File: config.mk
export PLATFORM = sky130hd
export DESIGN_NAME = conv_seq_ctrl
export DESIGN_NICKNAME = d
export VERILOG_FILES = /design/src/rtl/conv_seq_ctrl.sv
export SDC_FILE = /design/constraint.sdc
export NUM_CORES = 1
export LEC_CHECK = 0
export BUFFER_PORTS_ARGS = -buffer_cell sky130_fd_sc_hd__buf_4
export CAP_MARGIN = 10
export CORE_UTILIZATION = 35
export DETAILED_ROUTE_END_ITERATION = 8
export PLACE_DENSITY = 0.57
export SKIP_CTS_REPAIR_TIMING = 1
export SYNTH_ARGS = -nofsm -noshare
export SYNTH_HDL_FRONTEND = slang
export SYNTH_SLANG_ARGS = --single-unit
File: constraint.sdc
create_clock -name clk -period 2.2 [get_ports clk]
set_input_delay 0.55 -clock clk [delete_from_list [all_inputs] [get_ports clk]]
set_output_delay 0.55 -clock clk [all_outputs]
set_load 0.01 [all_outputs]
File: src/rtl/conv_seq_ctrl.sv
// conv_seq_ctrl: control sequencer for the 1-D convolution datapath.
// Loads one frame of N samples into the x buffer. It then issues N-M+1 dot
// products of length M by driving the x-buffer and filter-ROM read addresses
// and the MAC strobes. Each result is presented on the y handshake. The block
// carries no sample data.
//
// Optional build feature: define CONV_SEQ_CTRL_PERF_EN to add the stall_cnt
// and frame_cnt performance counters. Sequencing is the same in both builds.
//
// Ports:
//   clk, reset            clock; asynchronous active-high reset
//   s_valid_x / s_ready_x upstream sample handshake (ready only in LOAD)
//   wr_en_x               x-buffer write strobe (accepted sample)
//   addr_x                x-buffer write address (LOAD) / read address
//   addr_f                filter ROM read address
//   clear_acc, en_acc     MAC strobes, one cycle behind the issued read
//   m_valid_y / m_ready_y result handshake
//   stall_cnt, frame_cnt  (PERF_EN only) OUT stall cycles, finished frames
module conv_seq_ctrl #(
  parameter int unsigned N    = 128,
  parameter int unsigned M    = 32,
  parameter int unsigned AW_X = $clog2(N),
  parameter int unsigned AW_F = $clog2(M)
) (
  input  logic            clk,
  input  logic            reset,
  input  logic            s_valid_x,
  output logic            s_ready_x,
  output logic            wr_en_x,
  output logic [AW_X-1:0] addr_x,
  output logic [AW_F-1:0] addr_f,
  output logic            clear_acc,
  output logic            en_acc,
  output logic            m_valid_y,
  input  logic            m_ready_y
`ifdef CONV_SEQ_CTRL_PERF_EN
  ,
  output logic [31:0]     stall_cnt,
  output logic [15:0]     frame_cnt
`endif
);

  localparam logic [AW_X-1:0] LAST_WR   = AW_X'(N - 1);
  localparam logic [AW_X-1:0] LAST_BASE = AW_X'(N - M);
  localparam logic [AW_F-1:0] LAST_K    = AW_F'(M - 1);

  typedef enum logic [1:0] {
    LOAD    = 2'd0,
    COMPUTE = 2'd1,
    DRAIN   = 2'd2,
    OUT     = 2'd3
  } state_t;

  state_t          state_q, state_d;
  logic [AW_X-1:0] wr_cnt_q, wr_cnt_d;
  logic [AW_X-1:0] base_q, base_d;
  logic [AW_F-1:0] k_q, k_d;
  logic            issue_c;

  // Ready is decoded from state. It is gated by reset so that no sample is
  // accepted while the block is held in reset.
  assign s_ready_x = (state_q == LOAD) & ~reset;
  assign wr_en_x   = s_valid_x & s_ready_x;

  // k stops at M-1 rather than wrapping. Because of this, addresses stay
  // frozen at the last tap through DRAIN and OUT.
  assign addr_x = (state_q == LOAD) ? wr_cnt_q : (base_q + AW_X'(k_q));
  assign addr_f = k_q;

  // State and counter registers
  always_ff @(posedge clk or posedge reset) begin
    if (reset) begin
      state_q   <= LOAD;
      wr_cnt_q  <= '0;
      base_q    <= '0;
      k_q       <= '0;
      en_acc    <= 1'b0;
      clear_acc <= 1'b0;
      m_valid_y <= 1'b0;
    end else begin
      state_q   <= state_d;
      wr_cnt_q  <= wr_cnt_d;
      base_q    <= base_d;
      k_q       <= k_d;
      en_acc    <= issue_c;
      clear_acc <= issue_c & (k_q == '0);
      m_valid_y <= (state_d == OUT);
    end
  end

  // Next-state and issue logic
  always_comb begin
    state_d  = state_q;
    wr_cnt_d = wr_cnt_q;
    base_d   = base_q;
    k_d      = k_q;
    issue_c  = 1'b0;
    case (state_q)
      LOAD: begin
        if (wr_en_x) begin
          if (wr_cnt_q == LAST_WR) begin
            wr_cnt_d = '0;
            base_d   = '0;
            k_d      = '0;
            state_d  = COMPUTE;
          end else begin
            wr_cnt_d = wr_cnt_q + AW_X'(1);
          end
        end
      end
      COMPUTE: begin
        issue_c = 1'b1;
        if (k_q == LAST_K) begin
          state_d = DRAIN;
        end else begin
          k_d = k_q + AW_F'(1);
        end
      end
      DRAIN: begin
        state_d = OUT;
      end
      OUT: begin
        if (m_ready_y) begin
          k_d = '0;
          if (base_q == LAST_BASE) begin
            wr_cnt_d = '0;
            base_d   = '0;
            state_d  = LOAD;
          end else begin
            base_d  = base_q + AW_X'(1);
            state_d = COMPUTE;
          end
        end
      end
      default: begin
        state_d = LOAD;
      end
    endcase
  end

`ifdef CONV_SEQ_CTRL_PERF_EN
  // Performance counters: saturating OUT-stall cycles, wrapping frame count
  always_ff @(posedge clk or posedge reset) begin
    if (reset) begin
      stall_cnt <= '0;
      frame_cnt <= '0;
    end else begin
      if ((state_q == OUT) && !m_ready_y && (stall_cnt != '1)) begin
        stall_cnt <= stall_cnt + 32'd1;
      end
      if ((state_q == OUT) && m_ready_y && (base_q == LAST_BASE)) begin
        frame_cnt <= frame_cnt + 16'd1;
      end
    end
  end
`endif

endmodule

==> out/results.tsv <==
metric	value	unit
max-slew-margin-rel	72.5	%
worst_pin_slew	401	ps
power_frac_comb	62.2	%
place_congestion	0.830	
synthCells	190	
clkPwrFrac	15.0	%
worst_clock_skew	5.37	ps
placed_area	0.00220	sq mm
powerDensity	1140	mW/mm^2
finalWorstSetupSlack	-287	ps
outcome	finished, violations left	
clk_latency	270	ps
antenna_found_initial	0	
synthToLayoutAreaGrowth	35.0	%
ir_drop	0.476	mV
leakage	0.00110	uW
maxSlewViolCount	0	
clock.fmax	0.402	GHz
grt_max_degree	17	
rows	25	
port_buffers	20	
yosys_register_bits	24	
cp_max_fo	3	
core_region_area	0.00475	sq mm
grt_usage	18.6	%
hold_class	in -> async	
intPower	1590	uW
p_switching	1090	uW
wl_met3	149	um
worstPathArrival	1940	ps
start_util	36.5	%
cts_tree	done	
cts_buffer_depth	2	
synth.distinct_cells	50	
maxCapViolations	0	
required	1650	ps
power	2680	uW
fin_crit	2490	ps
clk_pin_slew	100	ps
avgRoutedWirePerCell	14.6	um
n_antenna_cell	0	
routedLengthMet1	2220	um
ioPinCount	21	
swShare	40.6	%
fin_util	49.3	%
first_iter_violations	100	
synth_edf_count	0	
place_hpwl	3400	um
top_layer	met4	
hold_viol_final	0	
detailedPlace.worstSlack	-57.9	ps
route.met2.wl	2030	um
wl	4440	um
cts_max_level	1	
violations	setup timing	
syn_nets	210	
async_flop_share	100	%
die_w	72.4	um
synth_ff_type	dfrtp_1	
p_seq_share	22.7	%
setup_viol	6	
die_h	72.4	um
path_class	reg -> out	
drcViolationCount	0	
numCtsBuffers	3	
worst_setup_path_end_kind	primary output	
design.die.area	0.00525	sq mm
finalInstanceArea	0.00234	sq mm
syn_area	0.00174	sq mm
vias	1572	
grt_first_pass_wirelength	7450	um
nFillCells	464	
start_kind	flip-flop	
avgSynthCellArea	9.14	sq um
multi_input_area	0.00112	sq mm
ff_latch_area	603	sq um
grt_pass1_vias	1515	
dr.pass1.iters	4	
nNetsFinal	259	
fin_crit_sh	113	%
ys_seq_area_share	34.6	%
postRouteAntennaNets	0	
cts_sinks	24	
grt.overflow.total	0	
drive_gt1_share	31.5	%
synth_warnings	0	
rsz0062_at_grt	true	
cts-root-buf	clkbuf_8	
routed_via_density	5.15	
[power groups by stage]
stage	Clock [uW]	Combinational (uW)	Sequential [uW]
floorplan	0	844	667
global placement	0	1540	611
detailed placement	0	1550	612
CTS	411	1560	604
global route	422	1830	626
finish	404	1670	611
[placed cells by master (no fill, tap or decap), types with 4 or more instances in the layout]
cell type  synthesis  routed
mux2i_1            5       5
nand4_1            5       5
dfrtp_1           24      22
inv_1             19      19
nor2_1            13      12
a21o_1             4       4
ha_1              15      11
o21ai_0           13      10
buf_4              0      47
nand3_1            9       8
nand2_1           11      11
[cell usage after synthesis, types with 2 or more instances]
master / instances / area [sq um]
o2bb2ai_1: 2 / 17.5
mux2i_1: 5 / 50.1
and4b_1: 2 / 20.0
nor2_1: 13 / 48.8
a21oi_1: 4 / 20.0
mux2_2: 2 / 22.5
a31oi_1: 3 / 18.8
ha_1: 15 / 188
nand3_1: 9 / 45.0
nand2_1: 11 / 41.3
or3_1: 2 / 12.5
nand3b_1: 3 / 22.5
a2111oi_0: 4 / 35.0
o22ai_1: 3 / 18.8
a21o_1: 4 / 30.0
nand4_1: 5 / 31.3
dfrtp_1: 24 / 601
a32o_1: 3 / 30.0
nor2b_1: 3 / 18.8
xnor2_1: 2 / 17.5
a22oi_1: 2 / 15.0
inv_1: 19 / 71.3
o41ai_1: 3 / 26.3
clkbuf_1: 5 / 18.8
xor2_1: 2 / 17.5
o21ai_0: 13 / 65.1
nor3_1: 2 / 10.0
and3_1: 3 / 18.8
[state kept, by name, indices dropped and copies added (netlist names)]
signal     count
base_q         7
clear_acc      1
wr_cnt_q       7
m_valid_y      1
state_q        2
en_acc         1
addr_f         5
[cell families after synthesis]
family,count (synthesis),synth area share [%]
AOI/OAI and AO/OA,54,22.6
xor gates and xnor gates,4,2.02
adders and majority gates,16,12.0
buffers and inverters,25,5.48
DFF,24,34.6
muxes,7,4.18
and+or+nand+nor,60,19.2
[worst paths after layout]
check	start	end	slack [ps]	depth (start not counted)
worst max-delay path	addr_f[1]$_DFFE_PP0P_	addr_x[5]	-290	6
worst min-delay path	reset	wr_cnt_q[3]$_DFFE_PP0P_	250	2
worst max register to register	addr_f[0]$_DFFE_PP0P_	addr_f[0]$_DFFE_PP0P_	120	8
worst min register to register	wr_cnt_q[6]$_DFFE_PP0P_	wr_cnt_q[6]$_DFFE_PP0P_	510	1
max in group asynchronous	reset	addr_f[1]$_DFFE_PP0P_	1390	3
min in group clk	wr_cnt_q[6]$_DFFE_PP0P_	wr_cnt_q[6]$_DFFE_PP0P_	510	1
[worst max-delay path: stages, from the launching register on]
cell and delay, ps:
dfrtp_2 430, ha_1 270, a21o_1 180, a31o_2 220, a2111oi_2 290, nand3b_1 160, buf_4 120
[metal layers]
metal  track usage (%)  up-vias
li1                  -      809
met1              26.6      726
met2              29.5       33
met3              1.81        4
met4              5.88        0
met5                 0        -
[metrics by stage]
step	hold WS (ps)	TNS, ps	cells
global route	295	-1640	305
detailed placement	493	-162	300
floorplan	464	-4.32	190
global placement	503	-83.6	300
finish	254	-1220	305
CTS	265	-1620	304
[final cells by class]
cell class | count | share of cell area (%)
tap | 67 | 3.58
timing repair buffer | 50 | 16.9
clock buffer | 3 | 1.76
sequential | 24 | 25.7
clock inverter | 1 | 1.28
inverter | 19 | 3.04
multi-input combinational | 141 | 47.8
Note: power is estimated with default switching activity, not from simulation.
